===== config.mk =====
export PLATFORM = sky130hd
export DESIGN_NAME = hex_display_ctrl
export DESIGN_NICKNAME = d
export VERILOG_FILES = /design/src/rtl/hex_display_ctrl.sv
export SDC_FILE = /design/constraint.sdc
export NUM_CORES = 1
export LEC_CHECK = 0
export ABC_AREA = 1
export CAP_MARGIN = 20
export CORE_UTILIZATION = 47
export CTS_BUF_LIST = sky130_fd_sc_hd__clkbuf_4
export DETAILED_ROUTE_END_ITERATION = 6
export PLACE_DENSITY = 0.69
export SLEW_MARGIN = 20
export SYNTH_ARGS = -nofsm -noshare
export SYNTH_HDL_FRONTEND = slang
export SYNTH_SLANG_ARGS = --single-unit

===== constraint.sdc =====
create_clock -name clk -period 2.4 [get_ports clk]
set_clock_uncertainty 0.2 [all_clocks]
set_input_delay 0.36 -clock clk [delete_from_list [all_inputs] [get_ports clk]]
set_output_delay 0.36 -clock clk [all_outputs]
set_load 0.005 [all_outputs]

===== src/rtl/hex_display_ctrl.sv =====
// Avalon-MM multi-digit 7-segment controller: hex or signed-decimal display with leading-zero
// blanking. Decimal values go through a sequential double-dabble converter before display.
module hex_display_ctrl #(
    parameter int NUM_DIGITS = 6,
    parameter int DATA_W     = 32
) (
    input  logic                    clk,
    input  logic                    rst_n,
    input  logic [1:0]              avs_address,
    input  logic                    avs_read,
    input  logic                    avs_write,
    input  logic [31:0]             avs_writedata,
    output logic [31:0]             avs_readdata,
    output logic                    avs_waitrequest,
    output logic [7*NUM_DIGITS-1:0] hex_out
);
    localparam int BCD_DIGITS = 10;
    localparam int BCD_W      = 4 * BCD_DIGITS;
    localparam int DISP_BCD_W = 4 * NUM_DIGITS;
    localparam int CNT_W      = $clog2(DATA_W + 1);
    localparam int HEX_W      = 7 * NUM_DIGITS;

    localparam logic [6:0]       SEG_MINUS = 7'b0111111;
    localparam logic [6:0]       SEG_BLANK = 7'b1111111;
    localparam logic [6:0]       SEG_ZERO  = 7'b1000000;
    localparam logic [CNT_W-1:0] CNT_LAST  = CNT_W'(DATA_W - 1);

    typedef enum logic [1:0] {
        S_IDLE = 2'd0,
        S_CONV = 2'd1,
        S_DONE = 2'd2
    } state_t;

    state_t                  r_state;
    state_t                  w_stateNext;
    logic [DATA_W-1:0]       r_value;
    logic                    r_mode;
    logic                    r_blank;
    logic                    r_en;
    logic                    r_ovf;
    logic                    r_dispDec;
    logic [BCD_W-1:0]        r_bcd;
    logic [DATA_W-1:0]       r_mag;
    logic                    r_neg;
    logic [CNT_W-1:0]        r_cnt;
    logic [DISP_BCD_W-1:0]   r_decBcd;
    logic                    r_decNeg;
    logic [3:0]              r_decNd;
    logic [HEX_W-1:0]        r_hex;

    logic                    w_busy;
    logic                    w_wrAccept;
    logic                    w_wrValue;
    logic                    w_wrCtrl;
    logic                    w_launch;
    logic [DATA_W-1:0]       w_launchVal;
    logic [DATA_W-1:0]       w_launchMag;
    logic [3:0]              w_decNd;
    logic                    w_decOvf;
    logic [3:0]              w_hexNd;
    logic [31:0]             w_valExt;
    logic [HEX_W-1:0]        w_hexImg;
    logic [HEX_W-1:0]        w_decImg;
    logic [HEX_W-1:0]        w_image;

    function automatic logic [6:0] f_seg(input logic [3:0] nib);
        case (nib)
            4'h0:    return 7'b1000000;
            4'h1:    return 7'b1111001;
            4'h2:    return 7'b0100100;
            4'h3:    return 7'b0110000;
            4'h4:    return 7'b0011001;
            4'h5:    return 7'b0010010;
            4'h6:    return 7'b0000010;
            4'h7:    return 7'b1111000;
            4'h8:    return 7'b0000000;
            4'h9:    return 7'b0010000;
            4'hA:    return 7'b0001000;
            4'hB:    return 7'b0000011;
            4'hC:    return 7'b1000110;
            4'hD:    return 7'b0100001;
            4'hE:    return 7'b0000110;
            default: return 7'b0001110;
        endcase
    endfunction

    // One double-dabble step: add-3 correction on every digit >= 5, then shift in the next bit.
    function automatic logic [BCD_W-1:0] f_ddStep(input logic [BCD_W-1:0] bcd, input logic bitIn);
        logic [BCD_W-1:0] adj;
        adj = bcd;
        for (int k = 0; k < BCD_DIGITS; k++) begin
            if (bcd[4*k +: 4] >= 4'd5) begin
                adj[4*k +: 4] = bcd[4*k +: 4] + 4'd3;
            end
        end
        return {adj[BCD_W-2:0], bitIn};
    endfunction

    // Only value/ctrl writes stall; every accepted one happens while the converter is idle.
    assign w_busy          = (r_state != S_IDLE);
    assign avs_waitrequest = avs_write && w_busy && !avs_address[1];
    assign w_wrAccept      = avs_write && !avs_waitrequest;
    assign w_wrValue       = w_wrAccept && (avs_address == 2'd0);
    assign w_wrCtrl        = w_wrAccept && (avs_address == 2'd1);
    assign w_launch        = (w_wrValue && r_mode) || (w_wrCtrl && !r_mode && avs_writedata[0]);
    assign w_launchVal     = w_wrValue ? avs_writedata[DATA_W-1:0] : r_value;
    assign w_launchMag     = w_launchVal[DATA_W-1] ? (~w_launchVal + DATA_W'(1)) : w_launchVal;

    always_comb begin
        avs_readdata = '0;
        if (avs_read) begin
            case (avs_address)
                2'd0:    avs_readdata[DATA_W-1:0] = r_value;
                2'd1:    avs_readdata[2:0] = {r_en, r_blank, r_mode};
                2'd2:    avs_readdata[1:0] = {r_ovf, w_busy};
                default: avs_readdata = '0;
            endcase
        end
    end

    always_ff @(posedge clk or negedge rst_n) begin
        if (!rst_n) begin
            r_value <= '0;
            r_mode  <= 1'b0;
            r_blank <= 1'b0;
            r_en    <= 1'b1;
        end else begin
            if (w_wrValue) begin
                r_value <= avs_writedata[DATA_W-1:0];
            end
            if (w_wrCtrl) begin
                r_mode  <= avs_writedata[0];
                r_blank <= avs_writedata[1];
                r_en    <= avs_writedata[2];
            end
        end
    end

    always_ff @(posedge clk or negedge rst_n) begin
        if (!rst_n) begin
            r_state <= S_IDLE;
        end else begin
            r_state <= w_stateNext;
        end
    end

    always_comb begin
        w_stateNext = r_state;
        case (r_state)
            S_IDLE:  if (w_launch) w_stateNext = S_CONV;
            S_CONV:  if (r_cnt == CNT_LAST) w_stateNext = S_DONE;
            S_DONE:  w_stateNext = S_IDLE;
            default: w_stateNext = S_IDLE;
        endcase
    end

    always_ff @(posedge clk or negedge rst_n) begin
        if (!rst_n) begin
            r_bcd <= '0;
            r_mag <= '0;
            r_neg <= 1'b0;
            r_cnt <= '0;
        end else if (w_launch) begin
            r_bcd <= '0;
            r_mag <= w_launchMag;
            r_neg <= w_launchVal[DATA_W-1];
            r_cnt <= '0;
        end else if (r_state == S_CONV) begin
            r_bcd <= f_ddStep(r_bcd, r_mag[DATA_W-1]);
            r_mag <= {r_mag[DATA_W-2:0], 1'b0};
            r_cnt <= r_cnt + CNT_W'(1);
        end
    end

    always_comb begin
        w_decNd = 4'd1;
        for (int k = 0; k < BCD_DIGITS; k++) begin
            if (r_bcd[4*k +: 4] != 4'd0) begin
                w_decNd = 4'(k + 1);
            end
        end
        w_decOvf = ({1'b0, w_decNd} + {4'b0, r_neg}) > 5'(NUM_DIGITS);
    end

    // The finished decimal result is kept apart from the converter so the next conversion cannot disturb it.
    always_ff @(posedge clk or negedge rst_n) begin
        if (!rst_n) begin
            r_decBcd  <= '0;
            r_decNeg  <= 1'b0;
            r_decNd   <= 4'd1;
            r_ovf     <= 1'b0;
            r_dispDec <= 1'b0;
        end else if (r_state == S_DONE) begin
            r_decBcd  <= r_bcd[DISP_BCD_W-1:0];
            r_decNeg  <= r_neg;
            r_decNd   <= w_decNd;
            r_ovf     <= w_decOvf;
            r_dispDec <= 1'b1;
        end else if (w_wrCtrl && r_mode && !avs_writedata[0]) begin
            r_ovf     <= 1'b0;
            r_dispDec <= 1'b0;
        end
    end

    always_comb begin
        w_valExt                = '0;
        w_valExt[DATA_W-1:0]    = r_value;
        w_hexNd                 = 4'd1;
        for (int k = 0; k < 8; k++) begin
            if (w_valExt[4*k +: 4] != 4'd0) begin
                w_hexNd = 4'(k + 1);
            end
        end
        w_hexImg = '1;
        for (int i = 0; i < NUM_DIGITS; i++) begin
            if (r_blank && (i >= int'(w_hexNd))) begin
                w_hexImg[7*i +: 7] = SEG_BLANK;
            end else begin
                w_hexImg[7*i +: 7] = f_seg(w_valExt[4*i +: 4]);
            end
        end
    end

    // Sign sits just above the MSD when blanking, otherwise in the leftmost digit.
    always_comb begin
        w_decImg = '1;
        for (int i = 0; i < NUM_DIGITS; i++) begin
            if (r_ovf) begin
                w_decImg[7*i +: 7] = SEG_MINUS;
            end else if (i < int'(r_decNd)) begin
                w_decImg[7*i +: 7] = f_seg(r_decBcd[4*i +: 4]);
            end else if (r_decNeg && ((r_blank && (i == int'(r_decNd))) ||
                                      (!r_blank && (i == NUM_DIGITS - 1)))) begin
                w_decImg[7*i +: 7] = SEG_MINUS;
            end else if (!r_blank) begin
                w_decImg[7*i +: 7] = SEG_ZERO;
            end else begin
                w_decImg[7*i +: 7] = SEG_BLANK;
            end
        end
    end

    assign w_image = !r_en ? '1 : (r_dispDec ? w_decImg : w_hexImg);

    always_ff @(posedge clk or negedge rst_n) begin
        if (!rst_n) begin
            r_hex <= '1;
        end else begin
            r_hex <= w_image;
        end
    end

    assign hex_out = r_hex;

endmodule


* After elaboration in Yosys (flattened, before gate mapping)
Memory sizes are Yosys's and may differ from the RTL's. Index checks and enable logic that the tools add are counted.
Word-level totals: output and inout bits 75, bits in read-only memories 1344, word-level logic and storage cells 205, memories 12, input bits 38, register bits 189
Memory list:
- (name not given) | words 16, bits a word 7, read ports 1, clocked after Yosys merged registers in 0, wr ports 0, line 67 | case (nib)
- (name not given) | words 16, bits a word 7, read ports 1, clocked after Yosys merged registers in 0, wr ports 0, line 67
- (name not given) | words 16, bits a word 7, read ports 1, clocked after Yosys merged registers in 0, wr ports 0, line 67
- (name not given) | words 16, bits a word 7, read ports 1, clocked after Yosys merged registers in 0, wr ports 0, line 67
- (name not given) | words 16, bits a word 7, read ports 1, clocked after Yosys merged registers in 0, wr ports 0, line 67
- (name not given) | words 16, bits a word 7, read ports 1, clocked after Yosys merged registers in 0, wr ports 0, line 67
- +6 memories
Operators by class: mux-type cells 71, add/subtract/negate cells 13, eq/ne operators 12, bitwise gates (word level) 1, $lt $le $gt $ge 23, reduce and logical (&&, ||, !) cells 58
Operator list (number):
- 7-bit 2-to-1 mux | 24
- 32-bit 2-to-1 mux | 5
- 4-bit 2-to-1 mux | 23
- 42-bit 2-to-1 mux | 2
- 40-bit 2-to-1 mux | 2
- 4-bit nonzero test | 16
- 4-bit by 3-bit greater-or-equal comparator with 1-bit output, second input constant | 10
- 4-bit by 2-bit adder with 4-bit output, second input constant | 9
- 32-bit by 1-bit adder with 32-bit output, second input constant | 1
- 32-bit NOT | 1
- 29-bit 2-to-1 mux | 1
- 1-bit logical AND | 28
- 6-bit 2-to-1 mux | 3
- 3-bit by 4-bit equality test with 1-bit output, first input constant | 2
- 4-bit equality test, first input constant | 2
- 1-bit by 4-bit greater-or-equal comparator with 1-bit output, first input constant | 2
- 2-bit by 4-bit greater-or-equal comparator with 1-bit output, first input constant | 2
- 3-bit by 4-bit greater-or-equal comparator with 1-bit output, first input constant | 2
- 1-bit by 4-bit less-than comparator with 1-bit output, first input constant | 2
- 2-bit by 4-bit less-than comparator with 1-bit output, first input constant | 2
- 3-bit by 4-bit less-than comparator with 1-bit output, first input constant | 2
- 2-bit 2-to-1 mux | 4
- 6-bit by 1-bit adder with 6-bit output, second input constant | 1
- 6-bit by 5-bit equality test with 1-bit output, second input constant | 1
- other kinds (18) | 31

* Depth between registers and ports, before layout
Gate-level depths: netlist (run 1).
word-level depth 13, depth in mapped cells 18, mapped depth without buffers 17

* Worst setup path before layout (run 1)
OpenSTA, ideal clock, no wires.
kind reg2reg, start point register r_bcd[8], end point register r_ovf, path buffers 0, cell stages (with the launch flop) 16, data arrival time 2.028 ns, slack 0.035 ns, cells stage by stage dfrtp_1 > inv_1 > ha_1 > nand2_1 > nor2_1 > o21ai_0 > a31oi_1 > nor2_1 > o21ai_0 > a21oi_1 > ha_1 > ha_1 > nand2_1 > o221ai_1 > nand2_1 > o31ai_1
Between the ends: cells in the longest elaborated chain, start to end 12
RTL lines:
- start, declared | line 42 | logic [BCD_W-1:0] r_bcd;
- start signal, assigned | line 169 | r_bcd <= f_ddStep(r_bcd, r_mag[DATA_W-1]);
- 4-bit nonzero test | line 178 | if (r_bcd[4*k +: 4] != 4'd0) begin
- 4-bit 2-to-1 mux (8 in a row) | line 178
- via w_decNd[0] | line 58 | logic [3:0] w_decNd;
- 4-bit by 1-bit adder with 5-bit output | line 182 | w_decOvf = ({1'b0, w_decNd} + {4'b0, r_neg}) > 5'(NUM_DIGITS);
- 5-bit by 3-bit > comparator with 1-bit output | line 182
- 1-bit 2-to-1 mux | line 193 | end else if (r_state == S_DONE) begin
- end signal, assigned | line 197 | r_ovf <= w_decOvf;
- end, declared | line 40 | logic r_ovf;
The timed path passes the listed nets, and every way through them passes these cells. A chain may end at the register's enable or synchronous reset.

* Final worst setup path (run 1)
start point register r_state[1], end point register r_mag[31]
Between the ends: cells in the longest elaborated chain, start to end 11, elaborated cells on any way between the ends 18, those cells by class add/sub: 1; eq/ne: 1; mux: 3; bitwise: 1; reduce/logical: 12
RTL lines:
- start, declared | line 34 | state_t r_state;
- start signal, assigned | line 143 | r_state <= w_stateNext;
- 2-bit nonzero test | line 100 | assign w_busy = (r_state != S_IDLE);
- 1-bit logical AND (2 in a row) | line 101 | assign avs_waitrequest = avs_write && w_busy && !avs_address[1];
- 1-bit logical NOT | line 102 | assign w_wrAccept = avs_write && !avs_waitrequest;
- 1-bit logical AND | line 102
- 1-bit logical AND | line 103 | assign w_wrValue = w_wrAccept && (avs_address == 2'd0);
- 32-bit 2-to-1 mux
- 32-bit NOT | line 107 | assign w_launchMag = w_launchVal[DATA_W-1] ? (~w_launchVal + DATA_W'(1)) : w_launchVal;
- 32-bit by 1-bit adder with 32-bit output | line 107
- 32-bit 2-to-1 mux | line 107
- 32-bit 2-to-1 mux | line 163 | end else if (w_launch) begin
- end signal, assigned | line 165 | r_mag <= w_launchMag;
- end signal, assigned | line 170 | r_mag <= {r_mag[DATA_W-2:0], 1'b0};
- end, declared | line 43 | logic [DATA_W-1:0] r_mag;
Parallel ways exist; a longest one is shown, timed or not.

==> summary by stage, run 1 <==
Worst setup path
STA puts the critical path data arrival time at 3.09 ns. The type of the setup path with the least slack is reg2reg. The element type at the critical path end is a register. The category of the worst setup path launch point is a register. The data required time of the worst path is 2.77 ns.

The top fanout value on the critical path is 24.

Floorplan
The floorplan step set the die width to 171 µm. After floorplanning, the core was divided into 61 placement rows. 113 I/O pins were placed. The area of the die is 0.0293 mm². The core region is 0.0279 mm². The initial utilization of the core area, before any placement, comes to 48.1%. The die is 171 µm tall.

Synthesis
The cell area that synthesis handed to floorplanning was 0.0134 mm². Sequential cells were found to cover 35.6% of the synthesized design area. Counting every net in the synthesized netlist gives 2011. Yosys printed 0 warnings.

The post-synthesis simple-gate area fraction is 25.0%. The adder-cell area share of the yosys netlist is 9.03%. Synthesis handed over a netlist of 1876 instances. The number of distinct standard cells referenced by the synthesized netlist is 53. The area fraction in compound gates after synthesis is 19.1%.

A synthesized cell averages 7.16 µm². The largest family of logic cells by synthesized area is simple AND/OR/NAND/NOR gates. Counting flops and latches in the post-synthesis netlist gives 189. The synthesized netlist devotes 1.76% of its cell area to XOR and XNOR gates. In the synthesized netlist, mux cells make up 0.0838% of the area.

Timing
The routed design could run at a clock period as short as 2.72 ns. The number of pins exceeding their max-slew limit in the final report is 0. Headroom to the max-slew limit came out at 64.6%. For the final routed database, the setup TNS stands at -9.10 ns. Setup repair after global routing could not meet its margin everywhere. The number of endpoints with negative hold slack in the final report is 0.

Of the available clock period, the critical path in the final layout requires 113%. Once routing completed, OpenROAD measured the worst setup slack at -0.320 ns. Hold is met by 0.153 ns.

The achievable frequency is 368 MHz. The worst-margin pin slew is 0.531 ns. Setup violations remaining at the end of the flow were counted as 73.

Global route
Global routing finished with a remaining overflow of 0. The number of global-route vias before repair came to 13292. The all-layer global routing usage is 30.8%. The initial antenna violation count is 1. The pin count of the biggest net entering global routing is 70. The wire length of the first global-routing pass is 69600 µm.

Cells and area
In the final layout, the share of cells above drive strength 1 is 28.9%. The library cell used most frequently in the layout, excluding fill and tap cells, is nand2_1. The final net count is 2354. In the layout the commonest cells are nand2_1, buf_4, inv_1. The area growth from synthesis to layout is 38.7%.

Clock network
The H-tree was split into 4 levels. The TritonCTS buffer count is 17. The clock latency of the later-clocked register in the worst-skew pair is 0.65 ns.

The root buffer cell chosen for the clock tree is clkbuf_4. TritonCTS built the clock tree. Counting every sink on the clock net gives 189. After clock tree synthesis, the clock-pin slew on the worst setup and hold paths is 0.18 ns.

The number of buffers on the longest clock path is 2.

Power
The analysis attributes to cell leakage a power of 8.90 nW. Dividing total power by cell area gives a power density of 1370 mW/mm². The worst-case IR drop observed on VDD is 0.701 mV.

Status
The final reports fail on setup timing. The run finished, with violations left.

Run
The max-capacitance violation count is 0.

Placement
The number of buffers added on ports is 112. After legalization and detailed placement, the total HPWL measured 32600 µm. At the end of routability-driven placement, the weighted congestion stood at 0.994.

Route
Wires add up to 46300 µm. The number of vias in the routed layout is 14446. The number of design rule violations left after detail routing is 0. For this run, the detailed router's first-pass iteration total came to 7. After detailed routing, the average wire length per cell comes to 17.7 µm. The first-iteration detailed-routing DRC count is 1396. The number of nets with antenna violations after routing is 0. The vias per cell is 5.53.

Hold path
The tightest min-delay check is of the in2async type.
## sequential cells by signal, indices dropped and copies added (netlist names)
name / cells
r_state: 2
r_decNeg: 1
r_decNd: 4
r_neg: 1
r_en: 1
r_cnt: 6
r_value: 32
r_mag: 32
r_bcd: 40
r_blank: 1
r_dispDec: 1
r_ovf: 1
r_decBcd: 24
r_mode: 1
hex_out: 42
## per-stage QoR
stage / cells / cell area (µm²) / util [%] / setup slack, ns / total power [W]
after detailed placement: 2493 / 16300 / 58.4 / -0.677 / 0.0201
after global routing: 2612 / 18600 / 66.7 / -0.446 / 0.0275
after CTS: 2579 / 17600 / 63.0 / -0.213 / 0.0233
after global placement: 2493 / 16300 / 58.4 / -0.649 / 0.0198
final: 2612 / 18600 / 66.7 / -0.320 / 0.0256
after floorplan: 1876 / 13400 / - / 0.0354 / 0.0142
## cells by family (layout without fill, tap and decap cells)
group | Yosys count | count (layout)
AO/OA/AOI/OAI | 445 | 445
flip-flops | 189 | 189
AND/OR/NAND/NOR | 806 | 806
other | 0 | 2
adder cells (fa/ha/maj) | 97 | 97
multiplexers | 1 | 1
XOR/XNOR | 27 | 27
buffers and inverters | 311 | 667
## synth_stat cells (all sizes together)
cell | instances | share of area (%)
a311oi | 3 | 0.20
dfrtp | 145 | 27
clkinv | 4 | 0.11
or3 | 1 | 0.047
a211oi | 19 | 1.1
o311a | 1 | 0.075
buf | 22 | 1.3
o221ai | 7 | 0.46
o21bai | 2 | 0.11
xor2 | 27 | 1.8
inv | 229 | 6.4
nand2 | 468 | 13
a31o | 1 | 0.065
a32o | 1 | 0.075
clkbuf | 56 | 1.6
o211ai | 11 | 0.61
o22ai | 15 | 0.70
a31oi | 6 | 0.28
or2 | 1 | 0.047
a41oi | 1 | 0.065
a22o | 2 | 0.13
o21a | 1 | 0.056
dfstp | 44 | 8.6
nand4 | 17 | 0.90
nor4 | 3 | 0.14
o311ai | 3 | 0.20
o21ai | 259 | 10
a21oi | 82 | 3.1
a22oi | 3 | 0.17
o31ai | 12 | 0.67
ha | 97 | 9.0
mux2 | 1 | 0.084
nor2 | 164 | 4.9
o2111ai | 3 | 0.20
nand3 | 101 | 3.8
a221oi | 3 | 0.20
a32oi | 2 | 0.13
o32ai | 7 | 0.46
a311o | 1 | 0.075
nor3 | 51 | 1.9
## critical path, cell delays in order, from the launching register on
cell	delay (ns)
dfrtp_1	0.43
buf_6	0.13
nor2_4	0.15
nand4_4	0.16
buf_12	0.20
buf_12	0.17
o21ai_4	0.23
nand2_2	0.14
nor2_4	0.13
nand4_1	0.17
or3_1	0.42
a21oi_1	0.13
## metal layers
metal  part of all wire (%)  global-route usage [%]
met1                     43                    42.6
met2                     47                    49.2
met3                    7.0                    4.37
met4                    2.8                    10.4
met5                      0                       0
## worst paths after layout
kind,from,to,slack [ns],cells after the start
max,r_state[1],r_mag[31],-0.32,11
min,rst_n,hex_out[20],0.15,2
max reg2reg,r_state[1],r_mag[31],-0.32,11
min reg2reg,r_mag[29],r_mag[29],0.30,2
max in group asynchronous,rst_n,r_decBcd[17],1.02,3
min in group clk,avs_writedata[14],r_value[14],0.20,3
## power breakdown
part,internal (W),total [W],switching [W]
sequential,0.00484,0.00584,0.00101
clock,0.000473,0.00183,0.00135
combinational,0.00752,0.0179,0.0104
## cell type report
| cell class | instances | area, µm² |
|---|---|---|
| Fill cell | 2352 | 9300 |
| Clock buffer | 17 | 128 |
| Inverter | 233 | 907 |
| Clock inverter | 15 | 144 |
| Timing Repair Buffer | 402 | 3720 |
| Multi-Input combinational cell | 1376 | 8470 |
| Sequential cell | 189 | 4790 |
| Antenna cell | 2 | 5.00 |
| Tap cell | 378 | 473 |
## what timing repair did
action,4_1_cts,5_1_grt
buffers inserted,50,29
endpoints found under the setup margin,66,108
endpoints found under the hold margin,163,0
pin swaps,53,50
cloned,2,7
resized for setup,229,198
hold buffers,2,0
Note: power is estimated with default switching activity, not from simulation.
==> inputs of run 2 (changes only) <==
--- a/config.mk
+++ b/config.mk
@@ -10,7 +10,7 @@
 export CORE_UTILIZATION = 47
 export CTS_BUF_LIST = sky130_fd_sc_hd__clkbuf_4
 export DETAILED_ROUTE_END_ITERATION = 6
-export PLACE_DENSITY = 0.69
+export DONT_BUFFER_PORTS = 1
 export SLEW_MARGIN = 20
 export SYNTH_ARGS = -nofsm -noshare
 export SYNTH_HDL_FRONTEND = slang
==> summary by stage, run 2 (synthesis gave the netlist of run 1 again) <==
Route
The number of vias in the routed layout is 13287 (-8.0%). The total wire length is 43200 µm (-6.5%). The routed wirelength normalized by instance count is 17.6 µm (-0.39%). The number of nets with antenna violations after routing is 0 (unchanged). The vias per cell is 5.42 (-2.0%). The number of design rule violations left after detail routing came to 0 (unchanged).

The first-iteration detailed-routing DRC count is 1261 (-9.7%). The detailed-router iteration count before antenna repair is 5 (-2).

Timing
The number of failing setup endpoints in the final timing report came to 13 (-82%). The number of endpoints with negative hold slack in the final report came to 189 (+189). The final setup slack of the worst path is -0.0868 ns (+0.233 ns). The relative slew slack was 60.4% (-4.2 points).

The fraction of the cycle the final worst path needs was 104% (-9.7 points). The achievable frequency is 402 MHz (+9.4%). The final critical path time including I/O delays and setup was 2.49 ns (-0.233 ns). The number of pins exceeding their max-slew limit in the final report came to 0 (unchanged). Setup repair after global routing could not meet its margin everywhere. The worst-margin pin slew is 0.590 ns (+0.0588 ns). The worst hold slack came to -0.799 ns (-0.952 ns).

Worst setup path
The worst-case reg-to-reg path depth came to 16 (+5). The end of the worst register-to-register path is r_mag[18]. The data required time of the worst path was 2.74 ns (-0.03 ns). The worst register-to-register path begins at r_state[1].

The reg2reg setup slack is -0.09 ns (+0.23 ns). The worst setup path is captured at a register. The critical path arrival is 2.82 ns (-0.27 ns). The top fanout value on the critical path came to 33 (+38%). STA classifies the critical path startpoint as a register. The type of the setup path with the least slack is reg2reg.

Floorplan
The core outline area was 0.0279 mm² (unchanged). The area of the die is 0.0293 mm² (unchanged). The effective utilization at floorplan is 48.1% (unchanged). The die width is 171 µm (unchanged). The number of placement rows was 61 (unchanged). The I/O pin total was 113 (unchanged).

The die boundary height is 171 µm (unchanged).

Cells and area
The final non-filler cell total is 2451 (-6.2%). The fraction of final layout cells sized beyond drive strength 1 came to 20.4% (-8.6 points). Relative to the synthesized area, the layout overhead comes to 21.7%. The final net count was 2194 (-6.8%). The most common cell after layout, fill and taps aside is nand2_1. The number of flip-flops in the largest register is 42 (unchanged). In the layout the commonest cells are nand2_1, o21ai_0, inv_1.

Power
The power density over cell area is 1360 mW/mm² (-0.77%). The static leakage came to 7.70 nW (-14%). The maximum VDD drop was 0.682 mV (-2.8%).

Global route
The initial antenna violation count is 2 (+1). The wire length of the first global-routing pass came to 67400 µm (-3.2%). The pin count of the biggest net entering global routing was 190 (+170%). The all-layer global routing usage is 30.0% (-0.82 points). The overflow left after global routing is 0 (unchanged). The number of global-route vias before repair came to 12219 (-8.1%).

Clock network
TritonCTS built the clock tree. The clock-pin slew on the worst setup and hold paths was 0.18 ns (about the same). The number of clock sinks seen by CTS came to 189 (unchanged). The number of buffers on the longest clock path is 2 (unchanged). The level count of the clock H-tree is 4 (unchanged). The TritonCTS buffer count was 17 (unchanged). Clock tree synthesis selected as its root buffer the cell clkbuf_4.

The clock latency of the later-clocked register in the worst-skew pair is 0.63 ns (-0.02 ns).

Placement
The sum of net half-perimeters after detailed placement came to 31900 µm (-2.1%). The post-placement worst setup slack is -0.143 ns (+0.534 ns). The number of placed cells counting well taps is 2359 (-5.4%). The number of buffers added on ports is 0 (-100%). The final estimated routing congestion in global placement is 0.950 (-4.5%).

Status
The checks that failed: hold timing, setup timing. The flow ran to the end, but the final reports show violations.

Run
The max-capacitance violation count was 0 (unchanged).

Hold path
The classification of the worst-slack hold path is in2async.
-- run 2: cell count changes in the layout (fill, tap and decap cells not counted), sizes merged, moves of 2 or more --
cell,before,now
clkinvlp,1,3
dlymetal6s2s,8,0
clkbuf,25,17
buf,285,202
inv,238,236
clkdlybuf4s50,75,0
dlygate4sd2,24,0
dlygate4sd3,2,39
-- run 2: through the flow --
| stage | utilization, % | area [µm²] | hold slack (ns) | power, W | setup TNS [ns] |
|---|---|---|---|---|---|
| after floorplan | - | 13400 | -0.136 | 0.0142 | 0 |
| after global placement | 53.7 | 15000 | -0.129 | 0.0190 | -0.930 |
| after detailed placement | 53.7 | 15000 | -0.129 | 0.0192 | -2.26 |
| after CTS | 57.5 | 16100 | -0.828 | 0.0217 | -0.144 |
| after global routing | 58.5 | 16300 | -0.844 | 0.0242 | -3.96 |
| final | 58.5 | 16300 | -0.799 | 0.0222 | -0.354 |
-- run 2: routing by layer --
metal	GRT usage, %	vias to the layer above	part of all wire [%]
met1	43.4	6268	46
li1	-	6545	-
met5	0	-	0.030
met4	9.59	2	2.6
met2	45.5	408	45
met3	4.65	64	6.1
-- run 2: critical path, stage by stage (launching register included) --
cell and delay [ns]:
dfrtp_1 0.45, nor2_4 0.05, nand4_4 0.08, buf_12 0.20, buf_4 0.16, nand2_1 0.05, o21ai_1 0.16, nand2_1 0.15
inv_1 0.12, nand2_1 0.08, nor2_2 0.15, nand2_1 0.07, nand2_1 0.08, xor2_1 0.19, nand2_1 0.08, nand2_1 0.06
nand2_1 0.04
-- run 2: repair_timing --
item                                    CTS  global route
hold buffers                             38             1
endpoints found under the hold margin   232           192
buffers inserted                         14             6
cloned                                    1             0
pin swaps                                26            21
resized for setup                        82            64
endpoints found under the setup margin   66           100
-- run 2: report_power, final --
| group | internal (W) | switching (W) | leakage, nW |
|---|---|---|---|
| registers | 0.00484 | 0.00110 | 2.26 |
| clock network | 0.000552 | 0.00129 | 0.145 |
| logic | 0.00562 | 0.00883 | 5.29 |
| total | 0.0110 | 0.0112 | 7.70 |
-- run 2: worst max-delay path by stage --
stage	startpoint	endpoint	slack, ns	depth (start not counted)
final	r_state[1]	r_mag[18]	-0.09	16
after CTS	r_bcd[8]	r_ovf	-0.03	17
after global routing	r_state[0]	r_mag[10]	-0.19	16
after floorplan	r_bcd[8]	r_ovf	0.04	15
after global placement	r_state[1]	r_mag[16]	-0.1	10
after detailed placement	r_bcd[8]	r_ovf	-0.14	15
-- run 2: cell type report --
class	instances	area, µm²
Tap cell	378	473
Inverter	233	880
Sequential cell	189	4790
Clock buffer	17	128
Antenna cell	1	2.50
Clock inverter	15	154
Fill cell	2720	11600
Multi-Input combinational cell	1376	7840
Timing Repair Buffer	242	2080
==> inputs of run 3 (changes only) <==
--- a/config.mk
+++ b/config.mk
@@ -11,6 +11,8 @@
 export CTS_BUF_LIST = sky130_fd_sc_hd__clkbuf_4
 export DETAILED_ROUTE_END_ITERATION = 6
 export DONT_BUFFER_PORTS = 1
+export REMOVE_ABC_BUFFERS = 1
+export SKIP_CTS_REPAIR_TIMING = 1
 export SLEW_MARGIN = 20
 export SYNTH_ARGS = -nofsm -noshare
 export SYNTH_HDL_FRONTEND = slang
==> summary by stage, run 3 (synthesis gave the netlist of run 1 again) <==
Route
The number of vias in the routed layout is 13676 (+2.9%). The number of nets with antenna violations after routing is 0 (unchanged). The detailed-router iteration count before antenna repair came to 6 (+1). The number of design rule violations left after detail routing is 0 (unchanged).

The vias per cell is 5.57 (+2.7%). The routed wirelength normalized by instance count is 18.0 µm (+2.3%). The first-iteration detailed-routing DRC count came to 1298 (+2.9%). The total wire length is 44300 µm (+2.5%).

Worst setup path
The kind of cell adding the most delay to the critical path is buffers and inverters. STA classifies the critical path startpoint as a register. The worst-case reg-to-reg path depth is 15 (-1). The number of gates on the worst path with buffers counted is 15 (-1).

The element type at the critical path end is a register. The number of buffer and inverter stages on the critical path is 7 (+4). The biggest cell delay along the critical path is 0.43 ns (-0.02 ns). The top fanout value on the critical path is 8 (-76%).

The end of the worst register-to-register path is r_mag[18]. The startpoint of the worst-slack reg-to-reg timing path is r_state[1]. The data required time of the worst path is 2.71 ns (-0.03 ns). The critical path goes through nor2_2 > nand4_4 > buf_12 > buf_12 > buf_12 > buf_12 > o21ai_4 > inv_4 > buf_6 > buf_4 > nand2_1 > xor2_1 > nand2_1 > nand2_1 > nand2_1. The slowest cell on the critical path is dfrtp_1. The critical path arrival was 2.87 ns (+0.05 ns). The type of the setup path with the least slack is reg2reg. The reg2reg setup slack is -0.17 ns (-0.08 ns).

Cells and area
The library cell used most frequently in the layout, excluding fill and tap cells, is nand2_1. The fraction of final layout cells sized beyond drive strength 1 is 21.4% (+1.0 points). Leaving out fill and tap cells, the most frequent cells in the layout are nand2_1, o21ai_0, inv_1. The area of the multi-input gates was 0.00794 mm² (+1.2%). The final instance area is 0.0166 mm² (+1.8%). The number of inserted filler cells in the final layout was 2620 (-3.7%). The area of all sequential standard cells is 0.00478 mm² (-0.13%).

The utilization after layout is 59.5% (+1.0 points). Compared with the post-synthesis result, the final layout area differs by 23.8%. The final net count was 2199 (+0.23%). The number of flip-flops in the largest register came to 42 (unchanged).

Power
The net switching share of the total power is 50.5% (about the same). The fraction of power consumed by the clock network was 8.8% (+0.5 points). The power density over cell area was 1370 mW/mm² (+0.37%). The part of the total power dissipated in sequential elements is 26.5% (-0.2 points). The fraction of power consumed by combinational cells is 64.8% (-0.2 points).

The internal power is 0.0112 W (+2.1%). The net switching power figure was 0.0115 W (+2.2%). The static leakage is 7.84 nW (+1.8%).

The maximum VDD drop came to 0.638 mV (-6.4%).

Status
The flow ran to the end, but the final reports show violations. The checks that failed: hold timing, setup timing.

Timing
The final critical path time including I/O delays and setup is 2.57 ns (+0.0821 ns). Setup repair after global routing could not meet its margin everywhere. The worst hold slack is -0.769 ns (+0.0306 ns). The number of failing setup endpoints in the final timing report is 29 (+16). The number of pins exceeding their max-slew limit in the final report is 0 (unchanged). The fraction of the cycle the final worst path needs is 107% (+3.4 points).

The final setup slack of the worst path came to -0.169 ns (-0.0821 ns). The relative slew slack is 48.9% (-12 points). The worst-margin pin slew came to 0.764 ns (+0.175 ns). The achievable frequency was 389 MHz (-3.2%). The number of endpoints with negative hold slack in the final report is 189 (unchanged).

Global route
The number of global-route vias before repair is 12148 (-0.58%). The wire length of the first global-routing pass is 66000 µm (-2.0%). The pin count of the biggest net entering global routing is 190 (unchanged). The overflow left after global routing is 0 (unchanged). The all-layer global routing usage is 29.4% (-0.58 points). The initial antenna violation count is 1 (-1).

Clock network
Clock tree synthesis selected as its root buffer the cell clkbuf_4. The TritonCTS buffer count came to 17 (unchanged). The clock-pin slew on the worst setup and hold paths was 0.17 ns (about the same).

TritonCTS built the clock tree. The number of buffers on the longest clock path is 2 (unchanged). The level count of the clock H-tree is 4 (unchanged). The number of clock sinks seen by CTS was 189 (unchanged). The clock latency of the later-clocked register in the worst-skew pair came to 0.61 ns (-0.02 ns).

Placement
The post-placement worst setup slack is -0.271 ns (-0.128 ns). The number of buffers added on ports came to 0 (unchanged). The cell area after placement is 0.0150 mm² (about the same).

The sum of net half-perimeters after detailed placement is 31800 µm (-0.33%). The final estimated routing congestion in global placement came to 0.966 (+1.7%).

Floorplan
The I/O pin total came to 113 (unchanged). The die boundary height is 171 µm (unchanged). The effective utilization at floorplan came to 48.1% (unchanged). The die width came to 171 µm (unchanged). The core outline area was 0.0279 mm² (unchanged). The area of the die was 0.0293 mm² (unchanged).

The number of placement rows is 61 (unchanged).

Run
The max-capacitance violation count is 0 (unchanged).

Hold path
The classification of the worst-slack hold path is in2async.
==> run 3: changes by cell type in the layout (fill, tap and decap cells not counted), moves of 4 or more <==
cell	previous run	this run
dfrtp_2	5	0
nand2_2	26	36
clkbuf_16	0	6
dfrtp_1	140	145
buf_12	7	13
nor2_1	128	124
nand2_1	437	420
nand2_4	5	12
o21ai_1	14	22
nor2_4	11	18
o21ai_0	221	211
inv_4	0	5
buf_6	12	5
==> run 3: power by group through the flow <==
stage / sequential [W] / clock, W / combinational, W
after floorplan: 0.00601 / 0 / 0.00792
after global placement: 0.00600 / 0 / 0.0130
after detailed placement: 0.00603 / 0 / 0.0131
after CTS: 0.00597 / 0.00202 / 0.0132
after global routing: 0.00621 / 0.00215 / 0.0163
final: 0.00601 / 0.00199 / 0.0147
==> run 3: worst reg2reg max path, stage by stage, from the launching register on <==
cell and delay [ns]:
dfrtp_1 0.43, nor2_2 0.15, nand4_4 0.11, buf_12 0.17, buf_12 0.15, buf_12 0.15
buf_12 0.13, o21ai_4 0.21, inv_4 0.09, buf_6 0.15, buf_4 0.15, nand2_1 0.10
xor2_1 0.15, nand2_1 0.06, nand2_1 0.05, nand2_1 0.05
==> run 3: cell type report <==
| type | count | area share (%) |
|---|---|---|
| Timing Repair Buffer | 247 | 13.5 |
| Tap cell | 378 | 2.84 |
| Inverter | 233 | 5.32 |
| Sequential cell | 189 | 28.8 |
| Antenna cell | 1 | 0.0150 |
| Multi-Input combinational cell | 1376 | 47.7 |
| Clock buffer | 18 | 0.812 |
| Clock inverter | 14 | 1.04 |
==> run 3: metal layers <==
layer,wire (µm),GRT usage (%),vias up
li1,-,-,6587
met1,20400,43.0,6470
met2,19500,44.8,559
met3,3520,5.00,60
met4,819,7.03,0
met5,0,0,-
==> run 3: per-stage QoR <==
stage                     hold WS [ns]  total power, W  TNS (ns)  cells
after floorplan                 -0.136          0.0139    -99.73   1798
after global placement          -0.129          0.0190     -2.36   2355
after detailed placement        -0.127          0.0191     -4.07   2355
after CTS                       -0.815          0.0212     -5.36   2387
after global routing            -0.828          0.0247     -6.82   2456
final                           -0.769          0.0227     -3.05   2456
==> run 3: how the worst max path moves through the flow <==
stage | from | end
4_1_cts | r_state[0] | r_mag[16]
5_1_grt | r_bcd[17] | r_ovf
2_1_floorplan | r_state[0] | r_cnt[4]
3_5_place_dp | r_state[0] | r_mag[20]
3_3_place_gp | r_state[0] | r_mag[20]
6_report | r_state[1] | r_mag[18]
